==> src/rtl/alu2_wb_pkg.sv <==
// alu2_wb_pkg - shared definitions for the alu2 write-back end.
//   Stage state encodings, flag register width and bit positions,
//   and the register-count derivation used by the register file.
package alu2_wb_pkg;

    localparam int WB_FLAG_W = 8;

    typedef enum logic {
        WB_EMPTY = 1'b0,
        WB_FULL  = 1'b1
    } wb_state_e;

    // Bit positions inside the 8-bit flag register as produced by the ALU.
    typedef enum int unsigned {
        FLG_C = 0,
        FLG_Z = 1,
        FLG_N = 2,
        FLG_V = 3,
        FLG_P = 4,
        FLG_H = 5,
        FLG_X = 6,
        FLG_Y = 7
    } flag_bit_e;

    function automatic int nreg(input int aw);
        return 1 << aw;
    endfunction

endpackage

==> src/rtl/alu2_regfile.sv <==
// alu2_regfile - architectural register file, NREG x WIDTH.
//   clk          rising-edge clock
//   rst_n        asynchronous active-low clear of every register
//   we/waddr/wdata  single synchronous write port
//   ra_addr/ra_data, rb_addr/rb_data  two asynchronous read ports
module alu2_regfile
    import alu2_wb_pkg::*;
#(
    parameter int WIDTH = 32,
    parameter int AW    = 4
) (
    input  logic             clk,
    input  logic             rst_n,
    input  logic             we,
    input  logic [AW-1:0]    waddr,
    input  logic [WIDTH-1:0] wdata,
    input  logic [AW-1:0]    ra_addr,
    output logic [WIDTH-1:0] ra_data,
    input  logic [AW-1:0]    rb_addr,
    output logic [WIDTH-1:0] rb_data
);

    localparam int NREG = nreg(AW);

    logic [NREG-1:0][WIDTH-1:0] mem_q;

    always_ff @(posedge clk or negedge rst_n) begin
        if (!rst_n) begin
            mem_q <= '0;
        end else if (we) begin
            mem_q[waddr] <= wdata;
        end
    end

    assign ra_data = mem_q[ra_addr];
    assign rb_data = mem_q[rb_addr];

endmodule

==> src/rtl/alu2_wb.sv <==
// alu2_wb - write-back end of the alu2 interface.
//   Single-entry stage holding one ALU result until it commits to the
//   register file / flag register; a memory-load write port has priority.
//   clk, reset (async active-low)
//   in_valid/in_ready, in_ra, in_res, in_fo, in_wb_en, in_flag_en : ALU result
//   ld_we, ld_ra, ld_data : memory-load write
//   flush      : drop the pending entry
//   rb_addr/rb_data, rd_addr/rd_data : bypassed operand reads (bi/di)
//   flags      : bypassed flag value (fi)
//   pending    : stage holds an uncommitted entry
module alu2_wb
    import alu2_wb_pkg::*;
#(
    parameter int WIDTH = 32,
    parameter int AW    = 4
) (
    input  logic                 clk,
    input  logic                 reset,
    input  logic                 in_valid,
    output logic                 in_ready,
    input  logic [AW-1:0]        in_ra,
    input  logic [WIDTH-1:0]     in_res,
    input  logic [WB_FLAG_W-1:0] in_fo,
    input  logic                 in_wb_en,
    input  logic                 in_flag_en,
    input  logic                 ld_we,
    input  logic [AW-1:0]        ld_ra,
    input  logic [WIDTH-1:0]     ld_data,
    input  logic                 flush,
    input  logic [AW-1:0]        rb_addr,
    output logic [WIDTH-1:0]     rb_data,
    input  logic [AW-1:0]        rd_addr,
    output logic [WIDTH-1:0]     rd_data,
    output logic [WB_FLAG_W-1:0] flags,
    output logic                 pending
);

    typedef struct packed {
        logic [AW-1:0]        ra;
        logic [WIDTH-1:0]     res;
        logic [WB_FLAG_W-1:0] fo;
        logic                 wb_en;
        logic                 flag_en;
    } entry_t;

    wb_state_e            state_q, state_d;
    entry_t               ent_q, ent_d;
    logic [WB_FLAG_W-1:0] flag_q, flag_d;

    logic             full;
    logic             commit;
    logic             accept;
    logic             rf_we;
    logic [AW-1:0]    rf_waddr;
    logic [WIDTH-1:0] rf_wdata;
    logic [WIDTH-1:0] rf_rb, rf_rd;

    assign full = (state_q == WB_FULL);

    // A load owns the write port this edge, so the entry waits; flush drops it.
    assign commit   = full & ~ld_we & ~flush;
    // Depends only on state, ld_we and flush, never on in_valid.
    assign in_ready = ~full | commit | flush;
    assign accept   = in_valid & in_ready;

    always_comb begin
        state_d = state_q;
        ent_d   = ent_q;
        if (accept) begin
            state_d       = WB_FULL;
            ent_d.ra      = in_ra;
            ent_d.res     = in_res;
            ent_d.fo      = in_fo;
            ent_d.wb_en   = in_wb_en;
            ent_d.flag_en = in_flag_en;
        end else if (full & (commit | flush)) begin
            state_d = WB_EMPTY;
        end
    end

    always_comb begin
        flag_d = flag_q;
        if (commit & ent_q.flag_en) begin
            flag_d = ent_q.fo;
        end
    end

    // Write-port mux: load first, otherwise the committing stage entry.
    always_comb begin
        rf_we    = ld_we | (commit & ent_q.wb_en);
        rf_waddr = ld_we ? ld_ra   : ent_q.ra;
        rf_wdata = ld_we ? ld_data : ent_q.res;
    end

    always_ff @(posedge clk or negedge reset) begin
        if (!reset) begin
            state_q <= WB_EMPTY;
            ent_q   <= '0;
            flag_q  <= '0;
        end else begin
            state_q <= state_d;
            ent_q   <= ent_d;
            flag_q  <= flag_d;
        end
    end

    alu2_regfile #(
        .WIDTH (WIDTH),
        .AW    (AW)
    ) u_rf (
        .clk     (clk),
        .rst_n   (reset),
        .we      (rf_we),
        .waddr   (rf_waddr),
        .wdata   (rf_wdata),
        .ra_addr (rb_addr),
        .ra_data (rf_rb),
        .rb_addr (rd_addr),
        .rb_data (rf_rd)
    );

    // The uncommitted entry is the newest value of its register; loads are
    // deliberately not forwarded and show up from the next cycle.
    assign rb_data = (full & ent_q.wb_en & (ent_q.ra == rb_addr)) ? ent_q.res : rf_rb;
    assign rd_data = (full & ent_q.wb_en & (ent_q.ra == rd_addr)) ? ent_q.res : rf_rd;
    assign flags   = (full & ent_q.flag_en) ? ent_q.fo : flag_q;
    assign pending = full;

endmodule

==> config.mk <==
export PLATFORM = sky130hd
export DESIGN_NAME = alu2_wb
export DESIGN_NICKNAME = d
export VERILOG_FILES = /design/src/rtl/alu2_wb_pkg.sv /design/src/rtl/alu2_regfile.sv /design/src/rtl/alu2_wb.sv
export SDC_FILE = /design/constraint.sdc
export NUM_CORES = 1
export LEC_CHECK = 0
export CAP_MARGIN = 20
export CORE_MARGIN = 2
export CORE_UTILIZATION = 55
export DETAILED_ROUTE_END_ITERATION = 8
export PLACE_DENSITY = 0.85
export SYNTH_ARGS = -nofsm -noshare
export SYNTH_HDL_FRONTEND = slang
export SYNTH_SLANG_ARGS = --single-unit
==> constraint.sdc <==
create_clock -name clk -period 3.9 [get_ports clk]
set_input_delay 0.78 -clock clk [delete_from_list [all_inputs] [get_ports clk]]
set_output_delay 0.78 -clock clk [all_outputs]
set_load 0.05 [all_outputs]
==> results by group <==
Status
  – Status: finished with violations
  – Failing checks: setup timing

Critical path
  – R2R depth: 5
  – Startpoint types: input port
  – Crit-path max cell delay: 0.92 ns
  – Worst path cell trace: clkdlybuf4s50_1 > buf_4 > nor2b_4 > buf_4 > a22oi_1 > nand2_1 > mux2_2 > buf_12
  – Crit. path cell count: 8
  – Worst setup EP type: output port
  – CP max stage cell: nor2b_4
  – Crit-path most repeated cell: buf_4
  – CP Max Fanout: 26
  – Data arrival, critical path: 3.20 ns
  – Worst path required time: 3.12 ns
  – R2R setup slack: 1.24 ns
  – Critical path class: input port to output port
  – Worst R2R End: u_rf.mem_q[462]
  – Crit path max-delay family: buffers and inverters
  – RR Startpoint: ent_q[43]
  – WP buf/inv: 4

CTS
  – CTS Buf Count: 59
  – Clock slew at reported path FFs: 0.06 ns
  – Clock root cell: clkbuf_16
  – Setup repair bufs after CTS: 0
  – Clock sink total: 567
  – H-tree depth: 2
  – CTS tree: done
  – Clock Latency Late Sink: 0.63 ns
  – Hold-fix buffer count after cts: 0
  – Clk buf depth: 3

Global routing
  – Initial antenna violation count: 3
  – Largest net degree at the start of global routing: 99
  – Vias in the first global route: 21100
  – Total Routing Usage GR: 30.0%
  – First-pass GRT wire length: 128000 µm
  – Grt ovf: 0

Routing
  – Drt first pass iters: 5
  – Initial drt markers: 2123
  – Final wirelength: 82900 µm
  – Wire per inst: 29.3 µm
  – Vias: 19600
  – # DRC: 0
  – Via density: 6.92
  – Antenna-violating nets left: 0

Logic synthesis
  – Post-synthesis cell type count: 32
  – Yosys reg bits: 567
  – Mapped Cells: 1926
  – Average size of a mapped cell: 15.6 µm²
  – Post-synthesis sequential area ratio: 47.2%
  – Yosys top cell by area: dfrtp_1
  – Yosys warning count: 0
  – Syn_nets: 2021
  – Share of the synthesized area in the top cell type: 47.2%
  – Cell Area, Synth: 0.0301 mm²
  – Largest cells by area after synthesis: dfrtp_1, mux2_2, mux4_2

Floorplan
  – Core Area: 0.0539 mm²
  – Number of cell rows: 85
  – Die X: 238 µm
  – Initial core utilization: 55.7%
  – Die Y-Extent: 238 µm
  – Die area: 0.0565 mm²
  – # IOs: 169

Power
  – Static Leak: 14.9 nW
  – Switching Share: 31.8%
  – Flop pwr share: 40.5%
  – Clock Power Share: 23.5%
  – NetSw: 7.95 mW
  – Int Pwr: 17.0 mW
  – Pwr Total: 25.0 mW
  – P per Cell Area: 701 mW/mm²
  – Peak supply drop: 0.498 mV
  – Comb power frac: 36.1%

Worst hold path
  – Hold Path Class: input port to async pin

Placed design
  – Dpl cells: 2712
  – Routability cong.: 0.840
  – DP Wirelength: 52200 µm
  – Pre-CTS WS: 0.00174 ns
  – Number of buffers added on ports: 168

Finish
  – Final Non-Filler Cells: 2827
  – Most common cell after layout, fill and taps aside: mux2_2
  – # fillers: 3455
  – Fin nets: 2173
  – Synth-to-Final Area Change: 18.7%
  – Most frequent cells in the layout: mux2_2, dfrtp_1, mux4_2
  – Layout cells sized above 1: 56.4%

STA
  – Worst Max-Slew Pin Slew: 1.21 ns
  – Worst Slack Setup Final: -0.0839 ns
  – Worst rel slew slack: 19.0%
  – Layout Skew: 0.0147 ns
  – RSZ-0062 raised after global routing: yes
  – Final setup violation count: 13
  – Post-layout minimum cycle time: 3.98 ns
  – Final Max Slew Viols: 0
  – Final Hold Viols: 0
  – Max Clk Rate: 251 MHz
  – Final period util: 102%
  – Setup TNS: -0.678 ns

Run
  – Max Cap Viol: 0
## cell families (layout without fill, tap and decap cells)
logic type                after synthesis  in the layout  share of synthesized area [%]
buffers and inverters                 183            382                           2.82
AOI/OAI and AO/OA                     134            134                           3.42
and+or+nand+nor                       104            104                           1.77
DFF                                   567            567                           47.2
muxes                                 930            930                           44.5
other                                   0              6                              0
xor gates and xnor gates                8              8                          0.233
## per-layer routing
metal / global-route usage [%] / share of wire, %
met2: 49.0 / 49
met5: 0 / 0
met1: 39.4 / 38
met3: 5.85 / 8.1
met4: 13.2 / 4.2
## what timing repair did
| item | in CTS | in global routing |
|---|---|---|
| pin swaps | 0 | 1 |
| setup endpoints to repair | 5 | 18 |
| cloned | 0 | 0 |
| gates resized for setup | 1 | 0 |
## worst max path at each step
| stage | from | endpoint |
|---|---|---|
| 3_5_place_dp | rb_addr[3] | rb_data[8] |
| 6_report | rb_addr[2] | rb_data[10] |
| 4_1_cts | rb_addr[3] | rb_data[18] |
| 5_1_grt | rb_addr[2] | rb_data[28] |
| 3_3_place_gp | rb_addr[2] | rb_data[5] |
| 2_1_floorplan | rb_addr[1] | rb_data[12] |
## state kept, by name, summed over array words and instances (netlist names)
register / flops
ent_q: 46
flag_q: 8
pending: 1
u_rf.mem_q: 512
## Yosys cell counts, drive strengths merged
cell type	number
mux2	671
dfrtp	567
mux4	258
a22oi	125
buf	94
clkbuf	88
nand2	67
nor3	9
nand3	8
nor2b	6
xnor2	6
nor2	5
nand2b	4
and2	2
nand4	2
xor2	2
a22o	1
a32o	1
a32oi	1
inv	1
mux2i	1
nand3b	1
o22a	1
o22ai	1
o32a	1
o32ai	1
o41a	1
o41ai	1
## through the flow
stage	utilization (%)	hold slack (ns)	area [µm²]
2_1_floorplan	-	0.470	30100
3_3_place_gp	62.3	0.478	33600
3_5_place_dp	62.3	0.490	33600
4_1_cts	66.1	0.240	35600
5_1_grt	66.1	0.262	35700
6_report	66.2	0.183	35700
## area by class of cell
cell class              count  area (µm²)  share of cell area [%]
diodes                      6        15.0                  0.0421
inverters                   1        3.75                  0.0105
flip-flops and latches    567       14200                    39.8
clock buffers              88        1770                    4.95
well taps                 696         871                    2.44
repair buffers            273        3440                    9.65
multi-input cells        1176       15100                    42.4
clock inverters            20         267                   0.747
## power by group through the flow
| stage | Clock (mW) | Combinational, mW | Sequential, mW |
|---|---|---|---|
| 5_1_grt | 6.19 | 9.45 | 10.4 |
| 3_5_place_dp | 0 | 8.94 | 10.1 |
| 4_1_cts | 5.92 | 9.02 | 10.0 |
| 6_report | 5.86 | 9.01 | 10.1 |
| 3_3_place_gp | 0 | 8.68 | 9.70 |
| 2_1_floorplan | 0 | 6.32 | 9.42 |
Note: power is estimated with default switching activity, not from simulation.
